<file path="config.mk">
export PLATFORM = sky130hd
export DESIGN_NAME = mem_arbiter
export DESIGN_NICKNAME = d
export VERILOG_FILES = /design/src/rtl/mem_arbiter_pkg.sv /design/src/rtl/mem_arbiter.sv
export SDC_FILE = /design/constraint.sdc
export NUM_CORES = 1
export LEC_CHECK = 0
export BUFFER_PORTS_ARGS = -buffer_cell sky130_fd_sc_hd__buf_2
export CAP_MARGIN = 15
export CORE_ASPECT_RATIO = 1.1
export CORE_UTILIZATION = 51
export CTS_BUF_LIST = sky130_fd_sc_hd__clkbuf_4 sky130_fd_sc_hd__clkbuf_8 sky130_fd_sc_hd__clkbuf_16
export DETAILED_ROUTE_END_ITERATION = 12
export GPL_TIMING_DRIVEN = 0
export PLACE_DENSITY_LB_ADDON = 0.2
export SYNTH_ARGS = -nofsm -noshare
export SYNTH_HDL_FRONTEND = slang
export SYNTH_SLANG_ARGS = --single-unit
</file>
<file path="constraint.sdc">
create_clock -name clk_in -period 4.4 [get_ports clk_in]
set_input_delay 0.66 -clock clk_in [delete_from_list [all_inputs] [get_ports clk_in]]
set_output_delay 0.66 -clock clk_in [all_outputs]
set_load 0.01 [all_outputs]
</file>
<file path="src/rtl/mem_arbiter_pkg.sv">
// Shared constants for the memory arbiter: access sizes, FSM states and the
// IO-region address test.
package mem_arbiter_pkg;

   localparam logic [1:0] SIZE_BYTE = 2'b00;
   localparam logic [1:0] SIZE_HALF = 2'b01;
   localparam logic [1:0] SIZE_WORD = 2'b10;

   typedef enum logic [1:0] {
      IDLE  = 2'd0,
      IF_RD = 2'd1,
      LS_RD = 2'd2,
      LS_WR = 2'd3
   } state_t;

   // UART and other memory-mapped IO live where addr[17:16] == 2'b11.
   function automatic logic is_io_addr(input logic [31:0] addr);
      return addr[17:16] == 2'b11;
   endfunction

   function automatic logic [2:0] size_bytes(input logic [1:0] size);
      case (size)
         SIZE_BYTE: return 3'd1;
         SIZE_HALF: return 3'd2;
         default:   return 3'd4;
      endcase
   endfunction

endpackage

</file>
<file path="src/rtl/mem_arbiter.sv">
// Arbitrates instruction fetch and load/store onto a byte-wide RAM port,
// serialising words into byte beats with round-robin tie-breaking.
module mem_arbiter
   import mem_arbiter_pkg::*;
(
   input  logic        clk_in,
   input  logic        rst_in,
   input  logic        rdy_in,
   input  logic        flush_in,
   input  logic        if_req,
   input  logic [31:0] if_addr,
   output logic        if_ready,
   output logic [31:0] if_data,
   input  logic        ls_req,
   input  logic        ls_wr,
   input  logic [1:0]  ls_size,
   input  logic [31:0] ls_addr,
   input  logic [31:0] ls_wdata,
   output logic        ls_ready,
   output logic [31:0] ls_rdata,
   input  logic [7:0]  mem_din,
   output logic [7:0]  mem_dout,
   output logic [31:0] mem_a,
   output logic        mem_wr,
   input  logic        io_buffer_full
);

   state_t      state_q, state_d;
   logic        last_ls_q, last_ls_d;
   logic [2:0]  cnt_q, cnt_d;
   logic [2:0]  len_q, len_d;
   logic [31:0] base_q, base_d;
   logic [31:0] wdata_q, wdata_d;
   logic [31:0] asm_q, asm_d;
   logic        held_q, held_d;
   logic        if_ready_q, if_ready_d;
   logic        ls_ready_q, ls_ready_d;

   logic        reading;
   logic        capture;
   logic        io_hold;
   logic        grant_ls;
   logic [1:0]  slot;
   logic [2:0]  rd_off;

   assign reading = (state_q == IF_RD) || (state_q == LS_RD);
   assign capture = reading && (cnt_q != 3'd0) && !held_q;
   assign slot    = cnt_q[1:0] - 2'd1;
   assign io_hold = is_io_addr(base_q) && io_buffer_full;
   // Final read cycle keeps the last address so no extra location is touched.
   assign rd_off  = (cnt_q < len_q) ? cnt_q : len_q - 3'd1;

   always_comb begin
      state_d    = state_q;
      last_ls_d  = last_ls_q;
      cnt_d      = cnt_q;
      len_d      = len_q;
      base_d     = base_q;
      wdata_d    = wdata_q;
      asm_d      = asm_q;
      held_d     = held_q;
      grant_ls   = 1'b0;
      if_ready_d = rdy_in ? 1'b0 : if_ready_q;
      ls_ready_d = rdy_in ? 1'b0 : ls_ready_q;

      // Byte c-1 sits on mem_din for only one edge after its address; take it
      // even when paused and remember that it is already in hand.
      if (capture)
         asm_d[{slot, 3'b000} +: 8] = mem_din;

      if (!rdy_in) begin
         held_d = held_q | capture;
      end else begin
         case (state_q)
            IDLE: begin
               if (!if_ready_q && !ls_ready_q && !flush_in && (if_req || ls_req)) begin
                  grant_ls  = ls_req && (!if_req || !last_ls_q);
                  last_ls_d = grant_ls;
                  cnt_d     = 3'd0;
                  held_d    = 1'b0;
                  asm_d     = '0;
                  if (grant_ls) begin
                     base_d  = ls_addr;
                     len_d   = size_bytes(ls_size);
                     wdata_d = ls_wdata;
                     state_d = ls_wr ? LS_WR : LS_RD;
                  end else begin
                     base_d  = if_addr;
                     len_d   = 3'd4;
                     state_d = IF_RD;
                  end
               end
            end
            IF_RD, LS_RD: begin
               held_d = 1'b0;
               cnt_d  = cnt_q + 3'd1;
               if (flush_in) begin
                  state_d = IDLE;
                  cnt_d   = 3'd0;
               end else if (cnt_q == len_q) begin
                  state_d = IDLE;
                  cnt_d   = 3'd0;
                  if (state_q == IF_RD)
                     if_ready_d = 1'b1;
                  else
                     ls_ready_d = 1'b1;
               end
            end
            LS_WR: begin
               if (!io_hold) begin
                  if (cnt_q == len_q - 3'd1) begin
                     state_d    = IDLE;
                     cnt_d      = 3'd0;
                     ls_ready_d = 1'b1;
                  end else begin
                     cnt_d = cnt_q + 3'd1;
                  end
               end
            end
         endcase
      end
   end

   always_comb begin
      mem_a    = '0;
      mem_dout = '0;
      mem_wr   = 1'b0;
      case (state_q)
         IF_RD, LS_RD: mem_a = base_q + {29'd0, rd_off};
         LS_WR: begin
            mem_a    = base_q + {29'd0, cnt_q};
            mem_dout = wdata_q[{cnt_q[1:0], 3'b000} +: 8];
            mem_wr   = rdy_in && !io_hold;
         end
         default: ;
      endcase
   end

   always_ff @(posedge clk_in or posedge rst_in) begin
      if (rst_in) begin
         state_q    <= IDLE;
         last_ls_q  <= 1'b0;
         cnt_q      <= '0;
         len_q      <= '0;
         base_q     <= '0;
         wdata_q    <= '0;
         asm_q      <= '0;
         held_q     <= 1'b0;
         if_ready_q <= 1'b0;
         ls_ready_q <= 1'b0;
      end else begin
         state_q    <= state_d;
         last_ls_q  <= last_ls_d;
         cnt_q      <= cnt_d;
         len_q      <= len_d;
         base_q     <= base_d;
         wdata_q    <= wdata_d;
         asm_q      <= asm_d;
         held_q     <= held_d;
         if_ready_q <= if_ready_d;
         ls_ready_q <= ls_ready_d;
      end
   end

   assign if_ready = if_ready_q;
   assign if_data  = asm_q;
   assign ls_ready = ls_ready_q;
   assign ls_rdata = asm_q;

endmodule

</file>
Word-level counts from Yosys, hierarchy flattened. Cells that the tools add are included.

Bitwise operators: 1. Eq/ne operators: 13. $add $sub $neg: 6. Multiplexer cells: 43. $lt $le $gt $ge: 1. Reductions and logical operators: 27. Shift-type cells: 3.

Operators with widths (number): $mux 32 (5); $add 32x3->32 (2); $pmux 32 s2 (1); $bwmux 32 (1); $shift 8x7->32 const A (1); $shiftx 32x6->8 (1); $shiftx 8x7->32 (1); $mux 3 (7); $mux 1 (17); $mux 2 (6); $pmux 3 s3 (1); $logic_and 1x1->1 (8); $mux 8 (1); $logic_not 1->1 (7); $neg 5->7 (1); $eq 2x2->1 const B (3); $eq 3x3->1 (2); $ne 2x2->1 const B (3); $ne 3x3->1 const B (2); $pmux 2 s3 (1); $pmux 3 s2 (1); $reduce_and 3->1 (2); $reduce_and 5->1 (1); $eq 2x1->1 const B (2); other kinds (13) (17).

Input port bits: 114. Output and inout port bits: 107. Bits in registers: 108. Word-level logic and storage cells: 104.

Longest topological paths before layout.
Word-level depth: 8. Mapped depth: 15. Depth with buffers taken out: 13.

Worst setup path after synthesis. Ideal clock, no wire load.

Path kind: flip-flop to output port. Start point: register cnt_q[0]. End point: output mem_a[21]. Setup slack: 0.473 ns. Data arrival time: 3.267 ns. Stages on the path, launching flop included: 16. Data required time: 3.740 ns. Path buffers: 2. Cell sequence: dfrtp_1 > buf_2 > inv_1 > ha_1 > nor2b_1 > o21ai_0 > a21oi_1 > nor2_1 > a21oi_1 > ha_1 > a21o_1 > a31oi_1 > clkbuf_1 > nor4_1 > xnor2_1 > nor2_1.

Cells in the longest elaborated chain, start to end: 4. Elaborated cells on any way between the ends: 5. Classes of those cells: add/sub (2); order compare (1); mux (2).

Ends and longest elaborated chain: from (decl) (RTL line mem_arbiter.sv:30) `logic [2:0] cnt_q, cnt_d;`; from (signal assigned) (RTL line mem_arbiter.sv:154) `cnt_q <= cnt_d;`; $lt 3x3->1 (RTL line mem_arbiter.sv:51) `assign rd_off = (cnt_q < len_q) ? cnt_q : len_q - 3'd1;`; $mux 3 (RTL line mem_arbiter.sv:51); $add 32x3->32 (RTL line mem_arbiter.sv:129) `IF_RD, LS_RD: mem_a = base_q + {29'd0, rd_off};`; $pmux 32 s2 (*) (RTL line mem_arbiter.sv:128) `case (state_q)`; to (decl) (RTL line mem_arbiter.sv:23) `output logic [31:0] mem_a,`.

Every way passes the cells marked *; elsewhere a longest branch is shown, timed or not.

Worst setup path after layout.
Start point: register cnt_q[0]. End point: output mem_a[30].

The elaborated chain is that of the path after synthesis.

==> flow_summary.toml <==
[power]
power.ir.vdd_worst_mv = 0.3714
seq_power_share_pct = 34.5
p_total_uw = 4845
cell_internal_power_uw = 2822
power.static_leakage_uw = 0.003895
netSwitchingFraction_pct = 41.75
switching_power_uw = 2023
power-per-cell-area_mw_per_mm2 = 615.4
clockPowerShare_pct = 16.2
combinationalPowerShare_pct = 49.3

[clock_tree]
cts_made_buffers = 9
h-tree-depth = 3
post_cts_clock_slew_at_the_launch_and_capture_registers_of_the_worst_setup_and_hold_paths_ns = 0.08
clock_insertion_delay_worst_skew_ns = 0.36
clock-sinks = 108
root_buffer_cell = "clkbuf_16"
clock_tree_from_tritoncts = "done"
clockBufferDepth = 2

[final_layout]
post_route_cells_drive_above_1_share_pct = 36.83
finalCoreUtilization_pct = 67.61
area_added_between_synthesis_and_finish_pct = 27.09
finish.net_count = 1041
fin_area_sq_mm = 0.007873

[run]
max_cap_viol_count = 0

[synth]
synth_seq_cells = 108
synth.cell_area_sq_mm = 0.006195
synth-warning-count = 0
async_reset_ff_share_pct = 100.0
synth_seq_area_share_pct = 43.63
number_of_different_library_cells_in_the_post_synthesis_netlist = 50
synth_enable_flop_cells = 0
syn_avg_cell_area_sq_um = 9.177
yosys_most_used_dff = "dfrtp_1"
synth_cells = 675
synthesis.nets = 806

[global_route]
grt_antenna_before_repair = 1
via_count_of_the_first_global_routing_pass = 5609
grt_overflow_total = 0
globalRouteTotalUtil_pct = 27.20
maximum_number_of_pins_on_one_net_before_global_route_repair = 64
grt_first_pass_wirelength_um = 27140

[setup_path]
cp_num_cells = 16
launching_element_type_of_the_critical_path = "register"
r2r.worst_path.cells = 6
critPathMaxStageDelay_ns = 0.38
crit_path_max_fanout = 10
setup.worst_path.class = "reg2out"
critical_path.top_delay_family = "simple AND/OR/NAND/NOR gates"
slowest_library_cell_on_the_worst_path = "dfrtp_2"
endpoint_kind = "primary output"
critical_path.cell_chain = "buf_6, inv_1, ha_1, nor2b_1, o21ai_0, a21oi_2, mux2i_1, ha_1, fa_1, a21oi_2, nand2b_2, buf_6, nor4_2, xnor2_1, nor2_1, buf_2"
worstPathArrival_ns = 3.53
critPathBufInv = 4
cp_data_required_time_ns = 3.74

[sta]
timing.final.crit_share_pct = 95.18
setup_repair_after_global_routing_missed_its_margin = "no"
timing.final.hold_violations = 0
final-setup-viol-count = 0
finClkSkew_ns = 0.01153
worst_slew_margin_rel_pct = 41.26
worstMarginPinSlew_ns = 0.8792
fin_crit_ns = 4.188
fmax_ghz = 0.2388
slew_violations = 0

[routing]
viasPerCell = 5.417
drt_pass1_iterations = 5
wire_length_reported_by_the_detailed_router_um = 16540
drt-initial-drc-count = 362
drc = 0
number_of_nets_still_failing_antenna_checks_after_routing = 0
via_count = 5775
drt-wirelength-per-cell_um = 15.52

[place]
gp_routability_congestion = 0.8516
detailed_place_hpwl_um = 12680
placement.cell_area_sq_mm = 0.007508
placement.io_buffers = 219

[status]
run_status = "complete, no violations"

[floorplan]
die_area_sq_mm = 0.01259
initial_core_util_pct = 53.20
die_h_um = 117.6
placeableCoreArea_sq_mm = 0.01164
placementRows = 41
die_w_um = 107.1
pin_count = 221

[min_path]
worst_hold_path_type = "in2async"
## flip-flops by register name (all words and copies together) (netlist names), named ones only
signal     count
base_q        32
cnt_q          3
held_q         1
if_data       32
last_ls_q      1
len_q          3
state_q        2
wdata_q       32
## logic make-up (layout without fill, tap and decap cells)
kind of cell,Yosys count,in the layout,share of synthesized area (%)
mux,43,43,9.210
simple gates,295,295,22.46
flops,108,108,43.63
buf+inv,88,328,7.675
xor+xnor,30,30,4.484
fa+ha+maj,17,17,3.555
other cells,0,1,0
compound gates,94,94,8.988
## stage by stage
stage | TNS, ns | cells | hold slack, ns | worst slack, ns
5_1_grt | 0 | 1065 | 0.4102 | 0.01300
6_report | 0 | 1066 | 0.3648 | 0.2121
2_1_floorplan | 0 | 675 | 0.4501 | 0.4726
3_5_place_dp | -6.384 | 1045 | 0.4866 | -0.4589
4_1_cts | 0 | 1064 | 0.3955 | 0.01228
3_3_place_gp | -34.28 | 1044 | 0.4621 | -0.3298
## timing repair
| item | CTS | global route |
|---|---|---|
| hold endpoints to repair | 0 | 0 |
| hold buffers | 0 | 0 |
| gates resized for setup | 7 | 8 |
| setup endpoints to repair | 29 | 20 |
| buffers inserted | 3 | 0 |
| pin swaps | 1 | 0 |
## layout by cell type, fill, tap and decap left out, types with 24 or more instances in the layout
| cell type | instances |
|---|---|
| clkbuf_1 | 27 |
| nand2_1 | 110 |
| xnor2_1 | 24 |
| a31oi_1 | 32 |
| buf_2 | 222 |
| buf_4 | 35 |
| mux2_2 | 32 |
| a21oi_1 | 29 |
| nand3_1 | 35 |
| nor2_1 | 76 |
| dfrtp_1 | 107 |
## cell type report
class | count | area [sq um]
fill | 1000 | 3772
multi-input combinational | 479 | 3052
sequential | 108 | 2704
timing repair buffer | 224 | 1151
buffer | 71 | 427.9
clock buffer | 9 | 225.2
tap | 150 | 187.7
inverter | 17 | 66.31
clock inverter | 7 | 56.30
antenna | 1 | 2.502
## path summary, 6_finish.rpt
path | to | slack, ns | from
worst min register to register | last_ls_q | 0.50 | last_ls_q
worst max register to register | if_data[13] | 1.60 | cnt_q[1]
worst max-delay path | mem_a[30] | 0.21 | cnt_q[0]
min in group clk_in | last_ls_q | 0.50 | last_ls_q
max in group asynchronous | base_q[1] | 3.32 | rst_in
worst min-delay path | if_data[16] | 0.36 | rst_in
## power groups by stage
stage / clock network (uW) / registers, uW / logic (uW)
after CTS: 794 / 1660 / 2340
after floorplan: 0 / 1600 / 1570
after global placement: 0 / 1650 / 2200
after global routing: 835 / 1720 / 2640
after detailed placement: 0 / 1680 / 2270
final: 787 / 1670 / 2390
## cell usage after synthesis (4+ instances only)
cell type  count  area [sq um]
nand2_1      110         412.9
dfrtp_1      108          2703
nor2_1        76         285.3
nand3_1       35         175.2
a31oi_1       33         206.5
a21oi_1       32         160.2
buf_4         32         240.2
mux2_2        32         360.4
clkbuf_1      28         105.1
xnor2_1       24         210.2
inv_1         17         63.81
ha_1          16         200.2
and2_1        13         81.33
nor3_1        12         60.06
nor4_1        12         75.07
o21ai_0       12         60.06
a22oi_1        8         60.06
mux4_2         8         180.2
buf_2          5         25.02
nand4_1        5         31.28
nor2b_1        5         31.28
xor2_1         5         43.79
a21o_1         4         30.03
buf_1          4         15.01
nor3b_1        4         30.03
## routing by layer
layer	wire length, um	vias to the layer above	track usage, %	share of wire [%]
met5	0	-	0	0
met2	8264	223	45.89	50
met4	255	0	7.791	1.5
met3	1197	22	6.312	7.2
li1	-	2768	-	-
met1	6827	2762	34.74	41
(Power assumes the default switching activity.)
